[src/rtl/dsp_mac_sequencer_pkg.sv]
// Shared types and OPMODE field encodings for the DSP MAC sequencer.
// DSP_SEQ_ROUND_EN selects Z=C (rounding constant) instead of Z=0 for the first tap.
package dsp_mac_sequencer_pkg;

  localparam int unsigned OPMODE_W   = 7;
  localparam int unsigned PREADD_BIT = 4;

  typedef enum logic [1:0] {
    ST_IDLE  = 2'd0,
    ST_ISSUE = 2'd1,
    ST_DRAIN = 2'd2,
    ST_FIN   = 2'd3
  } state_e;

  // X multiplexer select, OPMODE[1:0]
  localparam logic [1:0] X_ZERO = 2'b00;
  localparam logic [1:0] X_M    = 2'b01;
  localparam logic [1:0] X_P    = 2'b10;
  localparam logic [1:0] X_DAB  = 2'b11;

  // Z multiplexer select, OPMODE[3:2]
  localparam logic [1:0] Z_ZERO = 2'b00;
  localparam logic [1:0] Z_PCIN = 2'b01;
  localparam logic [1:0] Z_P    = 2'b10;
  localparam logic [1:0] Z_C    = 2'b11;

`ifdef DSP_SEQ_ROUND_EN
  localparam logic [1:0] Z_FIRST = Z_C;
`else
  localparam logic [1:0] Z_FIRST = Z_ZERO;
`endif

  // One entry per accepted cycle; last marks the final tap of a job.
  typedef struct packed {
    logic valid;
    logic first;
    logic last;
  } token_t;

  function automatic logic [OPMODE_W-1:0] opmode_code(input logic first, input logic symm);
    logic [OPMODE_W-1:0] code;
    code             = '0;
    code[1:0]        = X_M;
    code[3:2]        = first ? Z_FIRST : Z_P;
    code[PREADD_BIT] = symm;
    return code;
  endfunction

endpackage

[src/rtl/dsp_mac_sequencer_token.sv]
// Token delay line: push at the accept edge, early tap loads OPMODE, last stage feeds CEP.
module dsp_seq_token_pipe
  import dsp_mac_sequencer_pkg::*;
#(
  parameter int unsigned PIPE_LAT = 2
) (
  input  logic   clk,
  input  logic   rst_n,
  input  token_t push_tok,
  output token_t early_tok_c,
  output token_t p_tok
);

  localparam int unsigned DEPTH = PIPE_LAT - 1;

  token_t stage_q [DEPTH];
  token_t stage_d [DEPTH];

  always_comb begin
    stage_d[0] = push_tok;
    for (int unsigned i = 1; i < DEPTH; i++) begin
      stage_d[i] = stage_q[i-1];
    end
  end

  always_ff @(posedge clk or negedge rst_n) begin
    if (!rst_n) begin
      for (int unsigned i = 0; i < DEPTH; i++) begin
        stage_q[i] <= '0;
      end
    end else begin
      for (int unsigned i = 0; i < DEPTH; i++) begin
        stage_q[i] <= stage_d[i];
      end
    end
  end

  // With the shortest latency the OPMODE load coincides with the accept edge.
  generate
    if (PIPE_LAT == 2) begin : g_early_direct
      assign early_tok_c = push_tok;
    end else begin : g_early_stage
      assign early_tok_c = stage_q[PIPE_LAT-3];
    end
  endgenerate

  assign p_tok = stage_q[DEPTH-1];

endmodule

[src/rtl/dsp_mac_sequencer.sv]
// OPMODE / clock-enable sequencer for an N-tap MAC on one DSP slice.
// Build option DSP_SEQ_ROUND_EN: first tap adds the slice C input (rounding constant).
module dsp_mac_sequencer
  import dsp_mac_sequencer_pkg::*;
#(
  parameter int unsigned TAPW     = 8,
  parameter int unsigned PIPE_LAT = 2
) (
  input  logic                CLK,
  input  logic                RSTN,
  input  logic                START,
  input  logic [TAPW-1:0]     NTAPS,
  input  logic                SYMM,
  input  logic                SAMPLE_VLD,
  output logic                SAMPLE_RDY,
  output logic [OPMODE_W-1:0] OPMODE,
  output logic                CECTRL,
  output logic                CEIN,
  output logic                CEM,
  output logic                CEP,
  output logic                BUSY,
  output logic                DONE,
  output logic                START_ERR
);

  state_e                state_q, state_d;
  logic [TAPW-1:0]       ntaps_q, ntaps_d;
  logic [TAPW-1:0]       rem_q, rem_d;
  logic                  symm_q, symm_d;
  logic                  rdy_q, rdy_d;
  logic                  busy_q, busy_d;
  logic                  done_q, done_d;
  logic                  start_err_q, start_err_d;
  logic [OPMODE_W-1:0]   opmode_q, opmode_d;
  logic                  cectrl_q, cectrl_d;
  logic                  cep_q, cep_d;
  logic                  p_last_q, p_last_d;

  logic   xfer_c;
  token_t push_tok;
  token_t early_tok_c;
  token_t p_tok;

  dsp_seq_token_pipe #(
    .PIPE_LAT (PIPE_LAT)
  ) u_token_pipe (
    .clk         (CLK),
    .rst_n       (RSTN),
    .push_tok    (push_tok),
    .early_tok_c (early_tok_c),
    .p_tok       (p_tok)
  );

  assign xfer_c = SAMPLE_VLD & rdy_q;

  always_comb begin
    state_d     = state_q;
    ntaps_d     = ntaps_q;
    rem_d       = rem_q;
    symm_d      = symm_q;
    start_err_d = 1'b0;

    push_tok       = '0;
    push_tok.valid = xfer_c;
    push_tok.first = xfer_c & (rem_q == ntaps_q);
    push_tok.last  = xfer_c & (rem_q == TAPW'(1));

    case (state_q)
      ST_IDLE: begin
        if (START) begin
          if (NTAPS == '0) begin
            start_err_d = 1'b1;
          end else begin
            ntaps_d = NTAPS;
            rem_d   = NTAPS;
            symm_d  = SYMM;
            state_d = ST_ISSUE;
          end
        end
      end
      ST_ISSUE: begin
        if (xfer_c) begin
          rem_d = rem_q - TAPW'(1);
          if (rem_q == TAPW'(1)) state_d = ST_DRAIN;
        end
      end
      // Leave once the final tap's CEP edge is in the current cycle.
      ST_DRAIN: begin
        if (cep_q && p_last_q) state_d = ST_FIN;
      end
      ST_FIN: begin
        state_d = ST_IDLE;
      end
      default: begin
        state_d = ST_IDLE;
      end
    endcase

    rdy_d    = (state_d == ST_ISSUE);
    busy_d   = (state_d == ST_ISSUE) || (state_d == ST_DRAIN);
    done_d   = (state_d == ST_FIN);
    cep_d    = p_tok.valid;
    p_last_d = p_tok.valid & p_tok.last;
    cectrl_d = early_tok_c.valid;
    opmode_d = early_tok_c.valid ? opmode_code(early_tok_c.first, symm_q) : opmode_q;
  end

  always_ff @(posedge CLK or negedge RSTN) begin
    if (!RSTN) begin
      state_q     <= ST_IDLE;
      ntaps_q     <= '0;
      rem_q       <= '0;
      symm_q      <= 1'b0;
      rdy_q       <= 1'b0;
      busy_q      <= 1'b0;
      done_q      <= 1'b0;
      start_err_q <= 1'b0;
      opmode_q    <= '0;
      cectrl_q    <= 1'b0;
      cep_q       <= 1'b0;
      p_last_q    <= 1'b0;
    end else begin
      state_q     <= state_d;
      ntaps_q     <= ntaps_d;
      rem_q       <= rem_d;
      symm_q      <= symm_d;
      rdy_q       <= rdy_d;
      busy_q      <= busy_d;
      done_q      <= done_d;
      start_err_q <= start_err_d;
      opmode_q    <= opmode_d;
      cectrl_q    <= cectrl_d;
      cep_q       <= cep_d;
      p_last_q    <= p_last_d;
    end
  end

  assign SAMPLE_RDY = rdy_q;
  assign OPMODE     = opmode_q;
  assign CECTRL     = cectrl_q;
  assign CEIN       = busy_q;
  assign CEM        = busy_q;
  assign CEP        = cep_q;
  assign BUSY       = busy_q;
  assign DONE       = done_q;
  assign START_ERR  = start_err_q;

endmodule

[config.mk]
export PLATFORM = sky130hd
export DESIGN_NAME = dsp_mac_sequencer
export DESIGN_NICKNAME = d
export VERILOG_FILES = /design/src/rtl/dsp_mac_sequencer_pkg.sv /design/src/rtl/dsp_mac_sequencer_token.sv /design/src/rtl/dsp_mac_sequencer.sv
export SDC_FILE = /design/constraint.sdc
export NUM_CORES = 1
export LEC_CHECK = 0
export ABC_AREA = 1
export CORE_UTILIZATION = 33
export DETAILED_ROUTE_END_ITERATION = 7
export GPL_ROUTABILITY_DRIVEN = 0
export GPL_TIMING_DRIVEN = 0
export HOLD_SLACK_MARGIN = 0.12
export SLEW_MARGIN = 15
export SYNTH_ARGS = -nofsm -noshare
export SYNTH_HDL_FRONTEND = slang
export SYNTH_SLANG_ARGS = --single-unit
[constraint.sdc]
create_clock -name CLK -period 4 [get_ports CLK]
set_input_delay 0.6 -clock CLK [delete_from_list [all_inputs] [get_ports CLK]]
set_output_delay 0.6 -clock CLK [all_outputs]
set_load 0.02 [all_outputs]
==> summary.txt <==
CTS Sinks - 30
Antenna cells - 0
Postcts setup bufs - 0
Yosys top cell area share - 47.2%
Leak - 0.983 nW
Mean Syn Cell Area - 7.83 sq um
Crit end category - flop
Crit-path max FO - 10
Layout area overhead - 23.9%
Count leader, synth - nand2_1
Synth cell types - 24
RR Startpoint - rem_q[3]$_DFFE_PN0P_
Post-CTS sizing - 0
Grt total ovfl - 0
Initial Util - 35.3%
Post-route clock period utilization - 55.4%
RSZ-0062 raised after global routing - no
Endpoints failing hold - 0
Critical path's top delay family - buffers and inverters
GRT met2 Usage - 24.3%
HPWL Detailed - 2590 um
Slowest CP cell - clkdlybuf4s50_1
Clock root cell - clkbuf_8
Worst reg-to-reg setup slack - 2.32 ns
Pint - 0.000797 W
Fmax - 0.451 GHz
Core ar. - 4500 sq um
Worst vdd ir - 0.000184 V
Critical Path AT - 2.40 ns
Die Footprint - 5100 sq um
Post-CTS Hold Fix Bufs - 0
Worst Setup Path Type - in -> reg
Synth area leaders - dfrtp_1, nand2_1, inv_1
Post-synth EDFFs - 0
Wire per inst - 12.1 um
Seq pwr share - 36.0%
Pwr Total - 0.00139 W
Final wirelength - 3490 um
Reg clk slew, reported paths - 0.06 ns
Sw Pwr - 0.000597 W
IO buf count - 23
Clock power frac - 16.3%
First-pass GRT wire length - 6030 um
Final Util - 43.8%
Worst endpoint required time - 4.18 ns
Main synth FF type - dfrtp_1
Vias in the first global route - 1248
M1 GR Usage - 20.9%
Mapped Area - 1590 sq um
Pwr Density - 707 nW/um^2
Comb power frac - 47.7%
Global-route layer with the greatest usage - met2
Largest net degree at the start of global routing - 31
Post-layout min period - 2.22 ns
Met3 Use GR - 4.50%
DIE WIDTH - 71.4 um
Crit path launch - NTAPS[6]
Type of the tightest min-delay check - in -> async
Fin Clk Skew - 0.00134 ns
CP most frequent cell - nor2_1
Bufs and invs on worst path - 4
Final net count - 253
Via count - 1299
GRT Overall Usage - 15.8%
Cells after synthesis - 203
CTS H-tree depth - 2
Setup TNS - 0 ns
Initial antenna violation count - 0
Antenna viol nets, final - 0
Relative slew slack - 56.0%
Layout cell share with drive strength beyond 1 - 10.6%
FFs w/ async S/R, synth - 100%
CTS Buf Count - 5
Switching part of the total - 42.8%
CTS max path bufs - 2
# rows - 24
Post-synth top cells - nand2_1, dfrtp_1, inv_1
Vias per cell - 4.51
Max capacitance violation total - 0
Top cell type by total area after synthesis - dfrtp_1
CP startpoint kind - input pin
Clk Latency, worst-skew pair - 0.28 ns
Worst-margin pin slew - 0.659 ns
DRT Pass-1 Iters - 4
FF+latch count, synth - 30
Register area share after synthesis - 47.2%
DR iter-0 viols - 77
Die Ht - 71.4 um
Worst path cell trace - clkdlybuf4s50_1 > nor2_1 > nand2_1 > nor2_1 > inv_2 > nand3_2 > buf_4 > nand3_1 > ha_1 > inv_1
Final instance area - 1970 sq um
Post-Place Cell Area - 1890 sq um
Status - completed
Num ports - 28
Max Slew Vio Count - 0
# DRC - 0
Synth warn - 0
Final setup violation count - 0
CTS tree - built
CP peak stage delay - 0.42 ns
==> metrics by stage <==
stage	instances	setup WS, ns	hold WS (ns)
detailed placement	281	1.46	0.387
global route	288	1.60	0.399
CTS	288	1.76	0.376
global placement	281	1.46	0.391
floorplan	206	2.25	0.304
finish	288	1.78	0.347
==> cell usage in the layout (no fill, tap or decap), drive strengths merged <==
cell type	Yosys	routed
nor2	24	24
dfrtp	30	30
nor3	1	1
nand2	55	55
o21ai	24	24
o22ai	2	2
xnor2	2	2
ha	4	4
or2	1	1
buf	8	9
inv	31	31
a21oi	2	2
xor2	2	2
conb	1	4
nand3	13	13
nand4	3	3
clkbuf	0	5
clkdlybuf4s50	0	22
clkinv	0	2
==> final cells by class <==
type                            instances  area [sq um]
Tap cell                               52          65.1
Clock inverter                          2          10.0
Fill cell                             454          2530
Inverter                               31           119
Sequential cell                        30           751
Buffer                                  8          57.6
Clock buffer                            5          68.8
Timing Repair Buffer                   23           225
Multi-Input combinational cell        137           674
==> state kept, by name (all words and copies together), names as in the netlist, 2 cells and up <==
name and count:
OPMODE 3, ntaps_q 8, rem_q 8, state_q 2
u_token_pipe.p_tok 2
==> worst reg2reg max path: stages (launching register included) <==
cell and delay [ns]:
dfrtp_1 0.44, nor2_1 0.22, inv_1 0.08, nor2_1 0.09, nand4_1 0.15, o21ai_1 0.24, inv_1 0.07, ha_1 0.27
inv_1 0.03
==> cells by family (layout without fill, tap and decap cells) <==
kind of cell	count (synthesis)	in the layout	synth area share, %
flops	30	30	47.2
xor+xnor	4	4	2.20
fa+ha+maj	4	4	3.15
simple gates	97	97	26.4
buf+inv	39	69	11.1
compound gates	28	28	9.68
other cells	1	4	0.236
==> worst paths after layout <==
path,cells after the start,end
min in group CLK,0,CEP$_DFF_PN0_
hold reg to reg,0,CEP$_DFF_PN0_
hold / removal,1,ntaps_q[7]$_DFFE_PN0P_
max in group asynchronous,1,state_q[0]$_DFF_PN0_
setup / recovery,10,BUSY$_DFF_PN0_
setup reg to reg,8,BUSY$_DFF_PN0_
==> power groups by stage <==
stage / clock network [W] / logic (W) / registers [W]
after global routing: 0.000251 / 0.000753 / 0.000521
final: 0.000227 / 0.000664 / 0.000502
after floorplan: 0 / 0.000459 / 0.000512
after global placement: 0 / 0.000658 / 0.000505
after detailed placement: 0 / 0.000662 / 0.000509
after CTS: 0.000235 / 0.000667 / 0.000503
==> routing by layer <==
metal | vias to the layer above | wire (um)
li1 | 682 | -
met1 | 580 | 1610
met2 | 31 | 1620
met3 | 6 | 194
met4 | 0 | 69
met5 | - | 0
Note: power is estimated with default switching activity, not from simulation.
